**src/rtl/alu_pkg.sv**
```systemverilog
// Shared definitions for the accumulator ALU: opcode encoding and default width.
package alu_pkg;

    localparam int DEFAULT_WIDTH = 8;

    // Opcode encoding shared with the controller; values are fixed at 0..7.
    typedef enum logic [2:0] {
        HLT = 3'd0,
        SKZ = 3'd1,
        ADD = 3'd2,
        AND = 3'd3,
        XOR = 3'd4,
        LDA = 3'd5,
        STO = 3'd6,
        JMP = 3'd7
    } opcode_t;

endpackage : alu_pkg

```
**src/rtl/alu.sv**
```systemverilog
// Accumulator ALU: computes the next accumulator value from accum, data and
// opcode, and registers it on the falling edge of clk. The falling edge lets
// the result settle mid-cycle so the controller can pick it up on the
// following rising edge. The zero flag looks at accum directly and does not
// depend on the register.
module alu
    import alu_pkg::*;
#(
    parameter int WIDTH = DEFAULT_WIDTH
) (
    input  logic             clk,
    input  logic             rst_n,
    input  logic [WIDTH-1:0] accum,
    input  logic [WIDTH-1:0] data,
    input  opcode_t          opcode,
    output logic [WIDTH-1:0] out,
    output logic             zero
);

    logic [WIDTH-1:0] next_out;

    // Next-value selection; opcodes without an arithmetic role pass accum through.
    always_comb begin
        // NOTE: next_out gets a value on every path (default first, plus a
        // default branch), so no latch is inferred even for X or unknown opcodes.
        next_out = accum;
        unique case (opcode)
            HLT:     next_out = accum;
            SKZ:     next_out = accum;
            ADD:     next_out = accum + data;   // carry out is dropped
            AND:     next_out = accum & data;
            XOR:     next_out = accum ^ data;
            LDA:     next_out = data;
            STO:     next_out = accum;
            JMP:     next_out = accum;
            default: next_out = accum;
        endcase
    end

    // Result register on the falling edge; reset overrides any operation.
    always_ff @(negedge clk) begin
        // NOTE: reset is synchronous here (sampled on the same edge as the data),
        // and state is updated with non-blocking assignments so every reader of
        // out sees the pre-edge value within the same time step.
        if (!rst_n) begin
            out <= '0;
        end else begin
            out <= next_out;
        end
    end

    // Skip-if-zero flag follows accum combinationally, including during reset.
    assign zero = (accum == '0);

endmodule : alu

```
**config.mk**
```make
export PLATFORM = sky130hd
export DESIGN_NAME = alu
export DESIGN_NICKNAME = d
export VERILOG_FILES = /design/src/rtl/alu_pkg.sv /design/src/rtl/alu.sv
export SDC_FILE = /design/constraint.sdc
export NUM_CORES = 1
export LEC_CHECK = 0
export CORE_UTILIZATION = 45
export DETAILED_ROUTE_END_ITERATION = 12
export GPL_ROUTABILITY_DRIVEN = 0
export HOLD_SLACK_MARGIN = 0.03
export PLACE_DENSITY = 0.78
export SETUP_SLACK_MARGIN = 0.5
export SYNTH_ARGS = -nofsm -noshare
export SYNTH_HDL_FRONTEND = slang
export SYNTH_SLANG_ARGS = --single-unit
export TNS_END_PERCENT = 10
```
**constraint.sdc**
```tcl
create_clock -name clk -period 5.38 [get_ports clk]
set_clock_uncertainty 0.2 [all_clocks]
set_input_delay 1.345 -clock clk [delete_from_list [all_inputs] [get_ports clk]]
set_output_delay 1.345 -clock clk [all_outputs]
set_load 0.01 [all_outputs]
```
==> results of run 1 <==
## synthesized netlist by cell type (2+ instances only)
| cell type | instances | area, sq um |
|---|---|---|
| o21ai_1 | 3 | 15.0 |
| mux2i_1 | 9 | 90.1 |
| nand2_1 | 9 | 33.8 |
| a21oi_1 | 10 | 50.1 |
| ha_1 | 8 | 100 |
| o21ai_0 | 5 | 25.0 |
| or4_1 | 2 | 15.0 |
| o211ai_1 | 8 | 60.1 |
| buf_2 | 4 | 20.0 |
| o22a_1 | 2 | 17.5 |
| a211oi_1 | 2 | 15.0 |
| nand3b_1 | 2 | 15.0 |
| o221ai_1 | 3 | 26.3 |
| clkbuf_1 | 2 | 7.51 |
| xor2_1 | 2 | 17.5 |
| and2_1 | 2 | 12.5 |
| a21o_1 | 4 | 30.0 |
| nor2_1 | 8 | 30.0 |
| nand3_1 | 5 | 25.0 |
| inv_1 | 5 | 18.8 |
| dfxtp_1 | 8 | 160 |
## logic make-up after synthesis
| family | after synthesis | synth area share (%) |
|---|---|---|
| buffers and inverters | 13 | 6.63 |
| AO/OA/AOI/OAI | 43 | 31.0 |
| multiplexers | 9 | 9.74 |
| adder cells (fa/ha/maj) | 9 | 13.0 |
| flip-flops | 8 | 17.3 |
| XOR/XNOR | 3 | 2.84 |
| AND/OR/NAND/NOR | 34 | 19.5 |
## per-stage QoR
| step | setup WS, ps | TNS [ps] |
|---|---|---|
| 5_1_grt | 4.00 | 0 |
| 6_report | 54.1 | 0 |
| 3_3_place_gp | -649 | -4130 |
| 3_5_place_dp | -699 | -4400 |
| 4_1_cts | 111 | 0 |
| 2_1_floorplan | -74.3 | -131 |
## critical path, stage by stage
cell and delay, ps:
buf_6 100, ha_4 160, fa_2 330, a21o_1 180, a221oi_2 300, nand4_1 150
o221ai_2 100
## final timing paths
path | startpoint | to | slack (ps) | cells past startpoint
setup / recovery | data[0] | out[6] | 50 | 7
hold / removal | accum[0] | zero | 3280 | 5
## report_power, final
| part | switching (mW) | internal, mW | total (mW) |
|---|---|---|---|
| sequential | 0.00105 | 0.0651 | 0.0662 |
| combinational | 0.0598 | 0.0666 | 0.126 |
| clock | 0.0404 | 0.0337 | 0.0742 |
| total | 0.101 | 0.165 | 0.267 |
## final cells by class
type                            instances  share of cell area [%]
Multi-Input combinational cell         98                    51.4
Timing Repair Buffer                   61                    32.0
Clock buffer                            3                    1.43
Sequential cell                         8                    10.1
Inverter                                4                   0.951
Tap cell                               27                    2.14
Clock inverter                          8                    1.90
## what timing repair did
item	in CTS	in global routing
endpoints found under the setup margin	16	16
hold buffers	0	0
gates resized for setup	56	0
pin swaps	11	1
buffers inserted	3	0
## per-layer routing
layer | wire length, um | track usage [%] | vias to the layer above
met5 | 0 | 0 | -
met4 | 46 | 12.6 | 0
met3 | 190 | 5.00 | 4
met2 | 1580 | 53.7 | 54
met1 | 1350 | 42.7 | 562
li1 | - | - | 582
==> impl_metrics.csv, run 1 <==
group,metric,value,unit
routing,vias,1202,
cells_and_area,final_common_cell,"buf_4",
floorplanning,fp.dieW,47.3,um
critical_path,end_kind,"register",
cells_and_area,multi_input_area,812,sq um
critical_path,crit_arrival,2670,ps
timing,drv_slew,0,
flow_run,drv_cap,0,
routing,drc,0,
cells_and_area,final.fill_count,123,
timing,worst_pin_slew,286,ps
logic_synthesis,ys_ff_latch,8,
timing,fin_hold_ws,3280,ps
floorplanning,coreArea,1940,sq um
cells_and_area,finalNetCount,214,
floorplanning,die_h,47.3,um
clock_tree,cts.path.max_buffers,2,
power_and_ir_drop,leakagePower,0.752,nW
cells_and_area,largest_reg_flops,8,
timing,rsz0062_at_grt,"true",
logic_synthesis,synth.avg_cell_area,7.77,sq um
cells_and_area,design_area,1580,sq um
logic_synthesis,synth_cell_type_count,37,
place,dp.cells,196,
cells_and_area,finish.utilization,81.3,%
routing,drt-initial-drc-count,32,
critical_path,start_kind,"input pin",
global_routing,grt_pass1_vias,1124,
cells_and_area,area_growth,70.8,%
cells_and_area,stdcell_count,209,
clock_tree,clock_sinks,8,
power_and_ir_drop,power,267,uW
logic_synthesis,synth_edf_count,0,
critical_path,cp_max_fo,2,
routing,drt-pass1-iter-count,4,
floorplanning,start_util,47.6,%
power_and_ir_drop,power.density,169,nW/um^2
clock_tree,htreeDepth,1,
routing,wire_per_inst,15.2,um
global_routing,grtUsageTotal,32.7,%
clock_tree,cts_tree,"yes",
cells_and_area,top_register,"out",
power_and_ir_drop,peakVddDrop,0.101,mV
routing,drt_wl_total,3170,um
run_status,status,"complete, no violations",
clock_tree,clk_pin_slew_worst_paths,40,ps
logic_synthesis,ys_async_sr_fraction,0,%
timing,relSlewSlack,80.9,%
global_routing,antenna_found_initial,0,
cells_and_area,drive_gt1_share,30.2,%
cells_and_area,regArea,160,sq um
logic_synthesis,synth_flop_cell,"dfxtp_1",
critical_path,required,2720,ps
routing,viasPerCell,5.75,
global_routing,grt_pass1_wl,5110,um
logic_synthesis,syn_area,925,sq um
clock_tree,root_buffer,"clkbuf_4",
global_routing,grt_max_degree,29,
floorplanning,num_rows,16,
logic_synthesis,yosys_warnings,0,
logic_synthesis,synthCells,119,
timing,hold_viol,0,
critical_path,crit_type,"in2reg",
global_routing,gr-total-overflow,0,
routing,final_antenna_net_count,0,
floorplanning,io_pins,30,
cells_and_area,largestRegisters,"out x8",
logic_synthesis,synth_fp_nets,149,
logic_synthesis,yosysSeqAreaShare,17.3,%
floorplanning,die_area,2240,sq um
cells_and_area,num_antenna_cells,0,
place,dpl.hpwl,2120,um
clock_tree,cts_buffers,3,
place,port_buffers,29,
hold_path,hold_path.class,"in2out",
cells_and_area,final_cell_mix,"buf_4 (32), dlygate4sd2_1 (19), inv_1 (12)",
timing,finalSetupViolCount,0,
place,dpl_cell_area,1450,sq um
(Power assumes the default switching activity.)
==> run 2: changes to the inputs <==
--- a/config.mk
+++ b/config.mk
@@ -9,7 +9,7 @@
 export DETAILED_ROUTE_END_ITERATION = 12
 export GPL_ROUTABILITY_DRIVEN = 0
 export HOLD_SLACK_MARGIN = 0.03
-export PLACE_DENSITY = 0.78
+export PLACE_DENSITY = 0.82
 export SETUP_SLACK_MARGIN = 0.5
 export SYNTH_ARGS = -nofsm -noshare
 export SYNTH_HDL_FRONTEND = slang
==> run 2 against run 1 <==
Sequential power rose by 2%. Hold slack got worse by 5.2 ps. Die area did not move. Worst setup slack got worse by 39 ps. Core utilization rose by 3.6 points. Largest cell class unchanged. Non-clock buffer count fell by 2.
==> impl_metrics.csv, run 2 (synthesis gave the netlist of run 1 again) <==
group,metric,value,unit
critical_path,end_kind,"register",
hold_path,whs_endpoint,"zero",
clock_tree,clock_sinks,8,
timing,worst_pin_slew,316,ps
cells_and_area,area_growth,78.3,%
floorplanning,die_area,2240,sq um
critical_path,crit_arrival,2720,ps
routing,drc,0,
global_routing,grtUsageTotal,34.2,%
place,port_buffers,29,
power_and_ir_drop,p_switching,121,uW
cells_and_area,largest_reg_flops,8,
clock_tree,cts.path.max_buffers,2,
hold_path,holdPathStages,5,
power_and_ir_drop,seq_power_share,23.0,%
critical_path,start_kind,"input pin",
routing,drt_wl_total,4010,um
power_and_ir_drop,power,295,uW
floorplanning,die_h,47.3,um
global_routing,antenna_found_initial,0,
global_routing,grt_pass1_vias,1190,
floorplanning,num_rows,16,
floorplanning,fp.dieW,47.3,um
power_and_ir_drop,swShare,40.9,%
cells_and_area,largestRegisters,"out x8",
critical_path,crit_type,"in2reg",
floorplanning,start_util,47.6,%
power_and_ir_drop,internal_power,174,uW
timing,layout_setup_ws,14.8,ps
hold_path,worstHoldStart,"accum[0]",
cells_and_area,drive_gt1_share,42.2,%
hold_path,hold_path.class,"in2out",
cells_and_area,finalNetCount,212,
power_and_ir_drop,power.density,179,nW/um^2
routing,drt-initial-drc-count,27,
critical_path,path_buf_inv,1,
cells_and_area,final.fill_count,107,
routing,final_antenna_net_count,0,
timing,hold_viol,0,
critical_path,cpPeakStageDelay,330,ps
power_and_ir_drop,p_comb_share,49.4,%
floorplanning,coreArea,1940,sq um
critical_path,crit_path_cell_trace,"buf_8 -> ha_4 -> fa_2 -> a21o_1 -> a221oi_4 -> nand4_1 -> o221ai_1",
critical_path,path_depth,7,
cells_and_area,num_antenna_cells,0,
critical_path,crit_family,"compound AO/OA/AOI/OAI gates",
critical_path,cp_max_fo,2,
power_and_ir_drop,leakagePower,0.751,nW
global_routing,gr-total-overflow,0,
clock_tree,root_buffer,"clkbuf_4",
global_routing,grt_pass1_wl,5320,um
flow_run,drv_cap,0,
timing,drv_slew,0,
routing,wire_per_inst,19.4,um
cells_and_area,top_register,"out",
routing,drt-pass1-iter-count,4,
place,pre_cts_ws,-719,ps
critical_path,required,2740,ps
global_routing,grt_max_degree,29,
timing,rsz0062_at_grt,"true",
timing,relSlewSlack,78.9,%
clock_tree,cts_buffers,3,
timing,finalSetupViolCount,0,
routing,vias,1303,
critical_path,cpMaxStageDelayCell,"fa_2",
floorplanning,io_pins,30,
routing,viasPerCell,6.29,
place,dpl.hpwl,2160,um
critical_path,critical_path.startpoint,"data[0]",
clock_tree,clk_pin_slew_worst_paths,50,ps
clock_tree,htreeDepth,1,
run_status,status,"complete, no violations",
cells_and_area,final_cell_mix,"buf_4 (28), inv_1 (12), nand2_1 (9)",
clock_tree,cts_tree,"yes",
power_and_ir_drop,pwr-share-clk,27.7,%
power_and_ir_drop,peakVddDrop,0.119,mV
cells_and_area,final_common_cell,"buf_4",
run 2: power groups by stage:
stage          combinational (mW)  sequential (mW)  clock [mW]
6_report                    0.146           0.0677      0.0816
3_3_place_gp                0.110           0.0673      0.0103
3_5_place_dp                0.113           0.0676      0.0103
4_1_cts                     0.121           0.0666      0.0736
5_1_grt                     0.153           0.0682      0.0849
2_1_floorplan              0.0553           0.0703      0.0103
run 2: how the worst max path moves through the flow:
stage / end
floorplan: out[6]
global placement: out[6]
detailed placement: out[4]
CTS: out[6]
global route: out[6]
finish: out[6]
run 2: cell type report:
cell class	instances	area (sq um)	area share, %
Inverter	4	15.0	0.910
Tap cell	27	33.8	2.05
Timing Repair Buffer	59	485	29.4
Clock buffer	3	22.5	1.37
Sequential cell	8	165	10.0
Multi-Input combinational cell	98	897	54.4
Clock inverter	8	30.0	1.82
run 2: per-stage QoR:
| stage | cell area [sq um] | cells | utilization, % | hold WS (ps) | TNS (ps) |
|---|---|---|---|---|---|
| floorplan | 946 | 119 | - | 2620 | -131 |
| global placement | 1430 | 194 | 73.6 | 3680 | -4050 |
| detailed placement | 1430 | 194 | 73.6 | 3690 | -4320 |
| CTS | 1580 | 207 | 81.4 | 3260 | 0 |
| global route | 1650 | 207 | 84.9 | 3300 | 0 |
| finish | 1650 | 207 | 84.9 | 3280 | 0 |
run 2: routing by layer:
layer | wire (um) | global-route usage (%) | vias up
met5 | 0 | 0 | -
met4 | 123 | 13.7 | 0
met3 | 271 | 3.85 | 18
met2 | 1960 | 57.8 | 74
met1 | 1650 | 43.9 | 637
li1 | - | - | 574
run 2: what timing repair did:
action,CTS,global route
hold buffers,0,0
endpoints found under the hold margin,0,0
pin swaps,13,13
gates cloned,0,0
endpoints found under the setup margin,16,16
setup buffers,3,0
resized for setup,56,58
